--- src/rtl/seven_seg_scan_regfile.sv ---
// Segment-code register file with a built-in multiplexed 7-segment scanner.
// One synchronous write port, one combinational read port, registered SEG/DIG/TICK.
module seven_seg_scan_regfile #(
   parameter int WIDTH     = 7,
   parameter int DEPTH     = 16,
   parameter int AW        = 4,
   parameter int DIGITS    = 4,
   parameter int PRESCALE  = 1000,
   parameter int BLINK_DIV = 256
) (
   input  logic              CLK,
   input  logic              CLRN,
   input  logic              WE,
   input  logic [AW-1:0]     WA,
   input  logic [WIDTH-1:0]  WD,
   input  logic [AW-1:0]     RA,
   output logic [WIDTH-1:0]  RDATA,
   input  logic              SCAN_EN,
   input  logic [AW-1:0]     BASE,
   input  logic [DIGITS-1:0] BLINK,
   output logic [WIDTH-1:0]  SEG,
   output logic [DIGITS-1:0] DIG,
   output logic              TICK
);

   localparam int PW = $clog2(PRESCALE);
   localparam int IW = (DIGITS > 1) ? $clog2(DIGITS) : 1;
   localparam int BW = (BLINK_DIV > 1) ? $clog2(BLINK_DIV) : 1;

   localparam logic [PW-1:0] PRE_MAX = PW'(PRESCALE - 1);
   localparam logic [IW-1:0] IDX_MAX = IW'(DIGITS - 1);
   localparam logic [BW-1:0] BLK_MAX = BW'(BLINK_DIV - 1);
   localparam logic [AW:0]   DEPTH_W = (AW + 1)'(DEPTH);

   logic [WIDTH-1:0] mem [DEPTH];
   logic [PW-1:0]    presc;
   logic [IW-1:0]    idx;
   logic [BW-1:0]    blk_cnt;
   logic             phase;
   logic             wrap;
   logic             blank;
   logic [AW:0]      sum;
   logic [AW-1:0]    slot_addr;

   // Addresses at or beyond DEPTH never touch storage, so nothing can alias.
   always_ff @(posedge CLK or negedge CLRN) begin
      if (!CLRN) begin
         for (int i = 0; i < DEPTH; i++) mem[i] <= '0;
      end else if (WE && ({1'b0, WA} < DEPTH_W)) begin
         mem[WA] <= WD;
      end
   end

   assign RDATA = ({1'b0, RA} < DEPTH_W) ? mem[RA] : '0;

   // The scan window wraps around DEPTH, not around the address space.
   always_comb begin
      sum       = {1'b0, BASE} + (AW + 1)'(idx);
      slot_addr = AW'(sum % DEPTH_W);
   end

   assign wrap  = (presc == PRE_MAX);
   assign blank = phase && BLINK[idx];

   always_ff @(posedge CLK or negedge CLRN) begin
      if (!CLRN) begin
         presc   <= '0;
         idx     <= '0;
         blk_cnt <= '0;
         phase   <= 1'b0;
         SEG     <= '0;
         DIG     <= '0;
         TICK    <= 1'b0;
      end else if (!SCAN_EN) begin
         presc   <= '0;
         idx     <= '0;
         blk_cnt <= '0;
         phase   <= 1'b0;
         SEG     <= '0;
         DIG     <= '0;
         TICK    <= 1'b0;
      end else begin
         presc <= wrap ? '0 : presc + 1'b1;
         TICK  <= wrap;
         if (wrap) begin
            idx <= (idx == IDX_MAX) ? '0 : idx + 1'b1;
            if (blk_cnt == BLK_MAX) begin
               blk_cnt <= '0;
               phase   <= ~phase;
            end else begin
               blk_cnt <= blk_cnt + 1'b1;
            end
         end
         // Outputs follow the pre-edge idx, so they lag idx by one cycle.
         DIG <= DIGITS'(1) << idx;
         SEG <= blank ? '0 : mem[slot_addr];
      end
   end

endmodule

--- config.mk ---
export PLATFORM = sky130hd
export DESIGN_NAME = seven_seg_scan_regfile
export DESIGN_NICKNAME = d
export VERILOG_FILES = /design/src/rtl/seven_seg_scan_regfile.sv
export SDC_FILE = /design/constraint.sdc
export NUM_CORES = 1
export LEC_CHECK = 0
export ABC_AREA = 1
export CORE_MARGIN = 2
export CORE_UTILIZATION = 40
export DETAILED_ROUTE_END_ITERATION = 12
export SLEW_MARGIN = 30
export SYNTH_ARGS = -nofsm -noshare
export SYNTH_HDL_FRONTEND = slang
export SYNTH_SLANG_ARGS = --single-unit
--- constraint.sdc ---
create_clock -name CLK -period 4.4 [get_ports CLK]
set_input_delay 0.88 -clock CLK [delete_from_list [all_inputs] [get_ports CLK]]
set_output_delay 0.88 -clock CLK [all_outputs]
set_load 0.01 [all_outputs]
==> flow_summary.yaml <==
status:
  outcome: "complete, no violations"
timing:
  tightest_slew_ns: 0.847
  rsz0062_at_grt: "false"
  max_slew_margin: 0.435
  post-route-min-period_ns: 3.66
  fin_crit_sh: 0.833
  whs_ns: 0.469
  fmax_mhz: 273
  setup_slack_ns: 0.736
  final_hold_viol_count: 0
  setup_tns_ns: 0
  finalClockSkew_ns: 0.00566
  final-setup-viol-count: 0
  drv_slew: 0
detailed_routing:
  drt_iter0_markers: 639
  wire_per_inst_um: 17.2
  firstDrtPassIters: 7
  drcViolationCount: 0
  viasPerCell: 5.21
  postRouteAntennaNets: 0
  via_count: 7143
  totalWireLength_mm: 23.5
clocking:
  cts_htree_levels: 4
  clk_pin_slew_worst_paths_ns: 0.06
  cts_root_buf: "clkbuf_16"
  cts_tree: "built"
  cts_buffers: 17
  hold_buffers: 0
  cts_setup_buffers: 0
  cts_resized: 0
  clk_latency_ns: 0.43
  clk_path_buf_depth: 2
  cts.sinks: 145
setup_path:
  cp-end-kind: "primary output"
  crit_arrival_ns: 2.78
  cp_max_fo: 15
  crit_path_start_kind: "input port"
  critPathKind: "in2out"
  required_ns: 3.52
synthesis:
  synth_area_um2: 7870
  yosysSeqAreaShare: 0.461
  yosysWarnings: 0
  ys_seq_elements: 145
  synth_nets: 1120
  synthCells: 1084
  syn_avg_cell_area_um2: 7.26
  synth_cell_type_count: 27
final_layout:
  final_core_util: 0.463
  num-fill-cells: 2002
  final_common_cell: "nand2_1"
  layout-drive-gt1-share: 0.0480
  area_delta_synth_final_pct: 14.2
  layout_common_cells: "356 x nand2_1, 163 x o21ai_0, 145 x dfrtp_1"
  nNetsFinal: 1131
  antenna_cells: 0
global_route:
  grt_pass1_vias: 6543
  grt_most_used_layer: "met2"
  grt_antenna_before_repair: 0
  grt_pass1_wl_mm: 37.2
  overflow: 0
  met3_usage: 0.0397
  grtUsageMet2: 0.375
  use_met1: 0.330
  grt_max_degree: 100
  track_usage: 0.238
die:
  die_width_um: 144
  core_area_um2: 19400
  io-pin-count: 46
  dieArea_um2: 20800
  initial_core_util: 0.406
  fp-row-count: 51
  die_h_um: 144
pwr:
  power-per-cell-area_nw_per_um2: 424
  finalPower_mw: 3.81
  power_leakage_nw: 4.24
  ir_drop_mv: 0.200
placement:
  dp_slack_ns: 0.760
  place.gp.congestion: 0.889
  portBuffers: 45
  dp_hpwl_mm: 15.7
flow_run:
  drv_cap: 0
hold_path:
  hold_path.class: "reg2reg"
[cell families after synthesis]
group,after synthesis,synth area share
xor+xnor,5,0.00652
flops,145,0.461
compound gates,221,0.147
buf+inv,162,0.0854
fa+ha+maj,9,0.0153
simple gates,542,0.285
[cells in the mapped netlist]
cell,count,share of area
nor2_2,3,0.0024
nor3_1,4,0.0025
xnor2_1,2,0.0022
nand3_1,133,0.085
o21ai_0,163,0.10
a31oi_1,1,0.00080
nor3b_1,1,0.00095
xor2_2,1,0.0021
inv_2,2,0.00095
buf_1,1,0.00048
nand2_1,356,0.17
nand2_2,1,0.00080
fa_1,1,0.0025
a21oi_1,37,0.024
inv_1,95,0.045
ha_1,8,0.013
o21bai_1,1,0.00095
buf_6,1,0.0014
buf_2,33,0.021
nor3_2,2,0.0025
o211ai_1,19,0.018
nor2_1,38,0.018
xor2_1,2,0.0022
nand4_1,4,0.0032
dfrtp_1,145,0.46
buf_4,4,0.0038
clkbuf_1,26,0.012
[worst paths after layout]
kind / slack (ns) / endpoint / cells after the start / from
setup / recovery: 0.74 / RDATA[1] / 7 / RA[2]
hold / removal: 0.47 / presc[0] / 1 / presc[0]
setup reg to reg: 1.78 / SEG[0] / 7 / idx[0]
hold reg to reg: 0.47 / presc[0] / 1 / presc[0]
max in group asynchronous: 2.94 / DIG[2] / 2 / CLRN
min in group asynchronous: 0.52 / mem[69] / 1 / CLRN
[layout make-up]
cell class,instances,area [um2],share of cell area
sequential,145,3630,0.404
multi-input combinational,777,3570,0.398
timing repair buffer,57,547,0.0608
clock buffer,20,457,0.0508
inverter,97,364,0.0405
tap,265,332,0.0369
clock inverter,9,86.3,0.00961
[through the flow]
| stage | instances | cell area (um2) |
|---|---|---|
| 5_1_grt | 1370 | 8990 |
| 3_3_place_gp | 1341 | 8440 |
| 2_1_floorplan | 1084 | 7870 |
| 3_5_place_dp | 1341 | 8440 |
| 4_1_cts | 1370 | 8980 |
| 6_report | 1370 | 8990 |
[registers in the layout (all words and copies together) (netlist names)]
register  count
phase         1
mem         112
blk_cnt       8
DIG           4
TICK          1
presc        10
idx           2
SEG           7
[worst max-delay path: stages]
cell             delay [ns]
clkdlybuf4s50_1        0.46
buf_4                  0.21
inv_1                  0.25
nand3_1                0.16
nand3_1                0.13
nand2_1                0.13
clkdlybuf4s50_1        0.56
[per-layer routing]
layer	up-vias	share of wire
met5	-	0
met4	0	0.023
met3	37	0.053
met2	224	0.47
met1	3349	0.46
li1	3533	-
[where the power goes]
group | total, mW | leakage, nW | internal (mW) | switching [mW]
Combinational | 0.694 | 2.12 | 0.266 | 0.428
Clock | 1.37 | 0.252 | 0.796 | 0.576
Sequential | 1.74 | 1.86 | 1.56 | 0.184
(Power assumes the default switching activity.)
